==> config.mk <==
export PLATFORM = sky130hd
export DESIGN_NAME = ariane_reset_irq_sequencer
export DESIGN_NICKNAME = d
export VERILOG_FILES = /design/src/rtl/ariane_reset_irq_sequencer.sv
export SDC_FILE = /design/constraint.sdc
export NUM_CORES = 1
export LEC_CHECK = 0
export BUFFER_PORTS_ARGS = -buffer_cell sky130_fd_sc_hd__buf_2
export CORE_UTILIZATION = 48
export CTS_BUF_LIST = sky130_fd_sc_hd__clkbuf_4 sky130_fd_sc_hd__clkbuf_8 sky130_fd_sc_hd__clkbuf_16
export DETAILED_ROUTE_END_ITERATION = 8
export PLACE_DENSITY = 0.73
export SLEW_MARGIN = 20
export SYNTH_ARGS = -nofsm -noshare
export SYNTH_HDL_FRONTEND = slang
export SYNTH_SLANG_ARGS = --single-unit
==> constraint.sdc <==
create_clock -name clk_i -period 4.9 [get_ports clk_i]
set_clock_uncertainty 0.05 [all_clocks]
set_input_delay 0.245 -clock clk_i [delete_from_list [all_inputs] [get_ports clk_i]]
set_output_delay 0.245 -clock clk_i [all_outputs]
set_load 0.01 [all_outputs]
==> src/rtl/ariane_reset_irq_sequencer.sv <==
// Core reset-release sequencer and N-channel interrupt synchroniser for an Ariane tile.
// Optional wake-on-interrupt hold stage is enabled by defining ARIANE_WAKE_ON_IRQ_EN.
module ariane_reset_irq_sequencer #(
  parameter int unsigned        NumIrq        = 5,
  parameter int unsigned        SyncStages    = 2,
  parameter int unsigned        WakeCntWidth  = 16,
  parameter int unsigned        WakeCycles    = 32768,
  parameter int unsigned        SoftRstCycles = 16,
  parameter logic [NumIrq-1:0]  EdgeMask      = '0
) (
  input  logic                    clk_i,
  input  logic                    reset_l,
  input  logic [NumIrq-1:0]       irq_async_i,
  input  logic [NumIrq-1:0]       irq_clr_i,
  input  logic                    soft_rst_req_i,
  input  logic                    wake_req_i,
  output logic                    core_rst_no,
  output logic [NumIrq-1:0]       irq_o,
  output logic [1:0]              state_o,
  output logic [WakeCntWidth-1:0] wake_cnt_o
);

  typedef enum logic [1:0] {
    HOLD      = 2'd0,
    WAIT_WAKE = 2'd1,
    RELEASE   = 2'd2,
    RUN       = 2'd3
  } state_e;

  localparam int unsigned RelW = $clog2(SyncStages) + 1;
  localparam logic [WakeCntWidth-1:0] WakeTgt = WakeCntWidth'(WakeCycles - 1);
  localparam logic [WakeCntWidth-1:0] SoftTgt = WakeCntWidth'(SoftRstCycles - 1);
  localparam logic [RelW-1:0]         RelTgt  = RelW'(SyncStages - 1);

  if (WakeCycles < 1 || longint'(WakeCycles) > (longint'(1) << WakeCntWidth)) begin : g_bad_wake
    $error("WakeCycles out of range for WakeCntWidth");
  end
  if (SoftRstCycles < 1 || longint'(SoftRstCycles) > (longint'(1) << WakeCntWidth)) begin : g_bad_soft
    $error("SoftRstCycles out of range for WakeCntWidth");
  end
  if (SyncStages < 2) begin : g_bad_sync
    $error("SyncStages must be at least 2");
  end

  state_e                  state_q, state_d;
  logic [WakeCntWidth-1:0] wake_cnt_q, wake_cnt_d;
  logic [RelW-1:0]         rel_cnt_q, rel_cnt_d;
  logic                    soft_q, soft_d;
  logic                    core_rst_q, core_rst_d;
  logic [NumIrq-1:0]       sync_w;
  logic                    run_w;

  assign run_w = (state_q == RUN);

  always_comb begin
    state_d    = state_q;
    wake_cnt_d = wake_cnt_q;
    rel_cnt_d  = rel_cnt_q;
    soft_d     = soft_q;
    case (state_q)
      HOLD: begin
        if (wake_cnt_q == (soft_q ? SoftTgt : WakeTgt)) begin
          wake_cnt_d = '0;
`ifdef ARIANE_WAKE_ON_IRQ_EN
          state_d    = soft_q ? RELEASE : WAIT_WAKE;
`else
          state_d    = RELEASE;
`endif
        end else begin
          wake_cnt_d = wake_cnt_q + 1'b1;
        end
      end
      WAIT_WAKE: begin
`ifdef ARIANE_WAKE_ON_IRQ_EN
        if (wake_req_i || (|sync_w)) state_d = RELEASE;
`else
        state_d = RELEASE;
`endif
      end
      RELEASE: begin
        if (rel_cnt_q == RelTgt) begin
          rel_cnt_d = '0;
          soft_d    = 1'b0;
          state_d   = RUN;
        end else begin
          rel_cnt_d = rel_cnt_q + 1'b1;
        end
      end
      RUN: begin
        if (soft_rst_req_i) begin
          state_d    = HOLD;
          soft_d     = 1'b1;
          wake_cnt_d = '0;
        end
      end
      default: state_d = HOLD;
    endcase
  end

  // Reset drops on the very edge a soft request leaves RUN, not one cycle later.
  assign core_rst_d = (state_q == RUN) && (state_d == RUN);

  always_ff @(posedge clk_i or negedge reset_l) begin
    if (!reset_l) begin
      state_q    <= HOLD;
      wake_cnt_q <= '0;
      rel_cnt_q  <= '0;
      soft_q     <= 1'b0;
      core_rst_q <= 1'b0;
    end else begin
      state_q    <= state_d;
      wake_cnt_q <= wake_cnt_d;
      rel_cnt_q  <= rel_cnt_d;
      soft_q     <= soft_d;
      core_rst_q <= core_rst_d;
    end
  end

  for (genvar gi = 0; gi < NumIrq; gi++) begin : g_irq
    logic [SyncStages-1:0] sync_q;

    always_ff @(posedge clk_i or negedge reset_l) begin
      if (!reset_l) sync_q <= '0;
      else          sync_q <= {sync_q[SyncStages-2:0], irq_async_i[gi]};
    end
    assign sync_w[gi] = sync_q[SyncStages-1];

    if (EdgeMask[gi]) begin : g_edge
      logic sync_dly_q, pend_q, pend_d;

      // A new edge beats a simultaneous clear so no interrupt is lost.
      always_comb begin
        pend_d = pend_q;
        if (!run_w)                          pend_d = 1'b0;
        else if (sync_w[gi] && !sync_dly_q)  pend_d = 1'b1;
        else if (irq_clr_i[gi])              pend_d = 1'b0;
      end

      always_ff @(posedge clk_i or negedge reset_l) begin
        if (!reset_l) begin
          sync_dly_q <= 1'b0;
          pend_q     <= 1'b0;
        end else begin
          sync_dly_q <= sync_w[gi];
          pend_q     <= pend_d;
        end
      end
      assign irq_o[gi] = pend_q;
    end else begin : g_level
      assign irq_o[gi] = sync_w[gi] & run_w;
    end
  end

  logic [NumIrq-1:0] unused_clr;
  assign unused_clr = irq_clr_i;
`ifndef ARIANE_WAKE_ON_IRQ_EN
  logic unused_wake;
  assign unused_wake = wake_req_i;
`endif

  assign core_rst_no = core_rst_q;
  assign state_o     = state_q;
  assign wake_cnt_o  = wake_cnt_q;

endmodule

* Word level (Yosys, flattened, before mapping)
Index checks and enable logic that the tools add are counted.
Word-level totals: input bits 14, flip-flop bits (word level) 32, logic and storage cells 43, output and inout bits 24
Cells by class: multiplexer cells 12, bitwise gates (word level) 5, add/subtract/negate cells 2, equal/unequal tests 8, reduce and logical (&&, ||, !) cells 6
Operators by type and width (count):
- 2-to-1 mux 16 bit | 2
- case mux 16 bit (2 select lines) | 1
- adder 16 x 1 -> 16 bit, second input constant | 1
- equality test 16 x 15 -> 1 bit | 1
- 2-to-1 mux 15 bit | 1
- 2-to-1 mux 2 bit | 4
- case mux 2 bit (4 select lines) | 1
- equality test 2 bit, second input constant | 3
- AND 1 bit | 5
- equality test 2 x 1 -> 1 bit, second input constant | 2
- inequality test 2 bit, second input constant | 2
- nonzero test 2 bit | 2
- AND reduction 3 bit | 1
- adder 2 x 1 -> 2 bit, second input constant | 1
- zero test 2 bit | 1
- 2-to-1 mux 1 bit | 2
- case mux 1 bit (2 select lines) | 1
- AND reduction 2 bit | 1
- logical AND 1 bit | 1

* Depth between registers and ports, before layout
word-level depth 6, gate-level depth with buffers 7, gate-level depth less buffers 6

* Worst setup path before layout
Ideal clock, no wire load.
path type flip-flop to flip-flop, from register wake_cnt_q[6] (netlist: wake_cnt_o[6]), to register wake_cnt_q[12] (netlist: wake_cnt_o[12]), data required time 4719 ps, period minus slack after synthesis 2172 ps, setup time 131 ps, arrival 1991 ps, path buffers 2, setup slack 2728 ps, cell stages (with the launch flop) 8, cells stage by stage dfrtp_1 -> nand3_2 -> or4_1 -> a2111o_1 -> buf_6 -> buf_8 -> a32oi_1 -> o31ai_1
Between the ends: word-level cells in the longest chain between the ends 3, elaborated cells between the ends (all ways) 4, those cells by class add/sub: 1; eq/ne: 1; mux: 2
RTL lines:
- start: declaration | RTL line 46 | logic [WakeCntWidth-1:0] wake_cnt_q, wake_cnt_d;
- start signal: assignment | RTL line 112 | wake_cnt_q <= wake_cnt_d;
- adder 16 x 1 -> 16 bit / equality test 16 x 15 -> 1 bit (equally long branches) | RTL line 70, 62
- 2-to-1 mux 16 bit * | RTL line 62 | if (wake_cnt_q == (soft_q ? SoftTgt : WakeTgt)) begin
- case mux 16 bit (2 select lines) * | RTL line 60 | case (state_q)
Every way passes the cells marked *; elsewhere a longest branch is shown, timed or not. A chain may end at the register's enable or synchronous reset.

* Worst setup path in the final report
from register wake_cnt_q[7] (netlist: wake_cnt_o[7]), to register wake_cnt_q[1] (netlist: wake_cnt_o[1])
Between the ends: word-level cells in the longest chain between the ends 3
RTL lines (RTL line):
- equality test 16 x 15 -> 1 bit | 62
- 2-to-1 mux 16 bit | 62
- case mux 16 bit (2 select lines) | 60
No other way between the ends.

==> results by group <==
Yosys
  – Synth Area in Simple Gates: 0.237
  – Post-synthesis xor/xnor area fraction: 0.00574
  – Post-Syn Instances: about 150
  – Top-count cell post-synth: dfrtp_1
  – Synth top area cells: dfrtp_1, a31oi_1, nand2_1
  – Syn_nets: 160
  – Area leader, netlist: dfrtp_1
  – Synthesized cell area: roughly 0.0015 mm2
  – Largest family of logic cells by synthesized area: simple AND/OR/NAND/NOR gates
  – FFs w/ async S/R, synth: 1.00
  – Seq cells post-synth: 32
  – Synth cell count leaders: dfrtp_1, nand2_1, nand3_1
  – Avg Inst Size Synth: about 11 um2
  – Yosys cell types: 43
  – Post-synth EDFFs: 0
  – Compound-cell area share of the yosys netlist: 0.163
  – Post-synthesis mux area share: 0.0131
  – Post-synth top area share: 0.525
  – Yosys warning total: 0
  – Most used DFF post-synth: dfrtp_1
  – Post-Synth Adder-Cell Area: 0.00820
  – Sequential fraction of the synthesis area: 0.525

Placed design
  – Port bufs: 31
  – Placement Setup Slack: approximately 2.4 ns
  – Gp weighted congestion: roughly 0.86
  – Detailed Place HPWL: around 2200 um

Floorplan
  – Initial Util: 0.504
  – Rows: 20
  – Boundary Pins: 38
  – Die Ht: 58.4 um
  – Core ar.: approximately 0.0030 mm2
  – Die area: between 0.003 and 0.004 mm2
  – Horiz. Die Dim: 58.4 um

Hold path
  – Worst Hold Depth: 2
  – Hold crit path type: in2reg

Layout
  – Layout area overhead: 19.1%
  – Nets: between 150 and 200
  – Util after Layout: 0.600
  – # diodes: 0
  – Fraction of layout cells with a size suffix above 1: 0.261

Timing
  – Slew Limit Headroom: 0.527
  – Slew Limit Fails: 0
  – Slew @ Worst Pin: 0.710 ns
  – Tmin final: 2.53 ns
  – Fin Setup TNS: 0 ns
  – Final hold vios: 0
  – Finish-stage setup viols: 0
  – Final Cycle Share: 0.516
  – RSZ-0062 raised after global routing: no
  – Hold Slack: between 0.05 and 0.06 ns
  – Fin worst setup slack: approximately 2.4 ns
  – Fmax achieved: around 0.4 GHz

CTS
  – Clock sinks: 32
  – Cts bufs inserted: 5
  – Clock-pin slew on the worst setup and hold paths: 0.10 ns
  – Worst-Skew Late Latency: approximately 0.35 ns
  – Post-CTS resize count: 0
  – H-tree level count: 2
  – Post-CTS Setup Bufs: 0
  – Root buf cell: clkbuf_4
  – CTS tree: yes
  – Max clock buf depth: 2

Power and ir drop
  – Pwr dens: ~270 mW/mm2
  – Pwr Total: between 400 and 500 uW
  – VDD IR-drop max: 0.205 mV
  – Leakage: a little under 0.8 nW

Setup path
  – CP max stage cell: a2111o_1
  – CP max stage delay: between 0.6 and 0.7 ns
  – Worst R2R Path Depth: 5
  – Crit end category: register
  – Worst setup SP type: register
  – Worst Path Arrival: roughly 2.7 ns
  – Crit-path max FO: 20
  – WP data required: roughly 5.1 ns
  – CP Cell Sequence: nand3_2 > or4_1 > a2111o_1 > and2_2 > a22o_1
  – CP Class: reg2reg

Global route
  – Largest net degree at the start of global routing: 33
  – Total congestion overflow: 0
  – GRT Util Overall: 0.227
  – Initial antenna violation count: 0
  – First-pass GRT wire length: between 5000 and 6000 um
  – Vias in the first global route: 1210

Status
  – Status: complete, no violations

Routing
  – DRT antenna net count: 0
  – Detailed router's first-iteration violation count: a little over 70
  – Per-cell routed wire length: around 15 um
  – DRT Pass-1 Iters: 4
  – Post-Route WL: around 3400 um
  – Vias per inst: 5.95
  – DRC: 0
  – Via count: 1356

Job
  – Max_cap viols: 0
cells in the final DEF (no fill, tap or decap), drive strengths merged, types with 2 or more instances in the layout:
cell type,instances
dfrtp,32
buf,32
nand2,13
nand3,11
a31oi,8
nor2,7
and3,6
dlygate4sd3,6
o21ai,5
clkbuf,5
nand4,4
nor4,4
a21oi,4
nand3b,4
nor3,4
nor2b,3
o211ai,3
o31a,3
or2,2
a32oi,2
o31ai,2
mux2i,2
inv,2
a22o,2
and2,2
logic make-up (layout without fill, tap and decap cells):
family,after synthesis,count (layout)
simple gates,65,65
compound gates,35,35
flops,32,32
buf+inv,9,48
mux,2,2
fa+ha+maj,1,1
xor+xnor,1,1
per-layer routing:
layer  up-vias  global-route usage  wire length, um
li1        622                   -                -
met1       655               0.302             1470
met2        61               0.333             1640
met3        18              0.0527              234
met4         0               0.150               82
met5         -                   0                0
worst max-delay path, delay by kind of cell, from the launching register on:
| kind | cells | cell delay (ns) |
|---|---|---|
| compound gates | 2 | 0.88 |
| flops | 1 | 0.47 |
| simple gates | 3 | 1.03 |
per-stage QoR:
stage	std cells	area (um2)
2_1_floorplan	145	1530
3_3_place_gp	214	1680
3_5_place_dp	214	1680
4_1_cts	228	1820
5_1_grt	228	1820
6_report	228	1820
repair_timing:
action,CTS,global route
hold endpoints to repair,37,0
endpoints found under the setup margin,0,0
hold buffers,6,0
final cells by class:
cell class | instances | area [um2]
fill | 266 | 1210
timing repair buffer | 38 | 223
clock buffer | 5 | 37.5
multi-input combinational | 104 | 652
tap | 44 | 55.1
inverter | 2 | 7.51
sequential | 32 | 801
clock inverter | 3 | 42.5
final timing paths:
kind,startpoint,endpoint,slack (ns)
worst min register to register,g_irq[3].sync_q[0],g_irq[3].sync_q[1],0.31
min in group asynchronous,reset_l,state_o[1],0.42
worst max register to register,wake_cnt_o[7],wake_cnt_o[1],2.37
max in group asynchronous,reset_l,wake_cnt_o[6],3.92
worst min-delay path,soft_rst_req_i,core_rst_no,0.06
worst max-delay path,wake_cnt_o[7],wake_cnt_o[1],2.37
registers in the layout, summed over array words and instances (netlist names):
signal and flops:
g_irq.sync_q 10, core_rst_no 1, wake_cnt_o 16, soft_q 1, state_o 2, rel_cnt_q 2
power breakdown:
| group | internal (mW) | switching, mW | total (mW) |
|---|---|---|---|
| logic | 0.00503 | 0.00643 | 0.0115 |
| registers | 0.268 | 0.000845 | 0.269 |
| clock network | 0.106 | 0.0967 | 0.203 |
| total | 0.379 | 0.104 | 0.483 |
No activity file was read; power rests on OpenSTA's default activity.
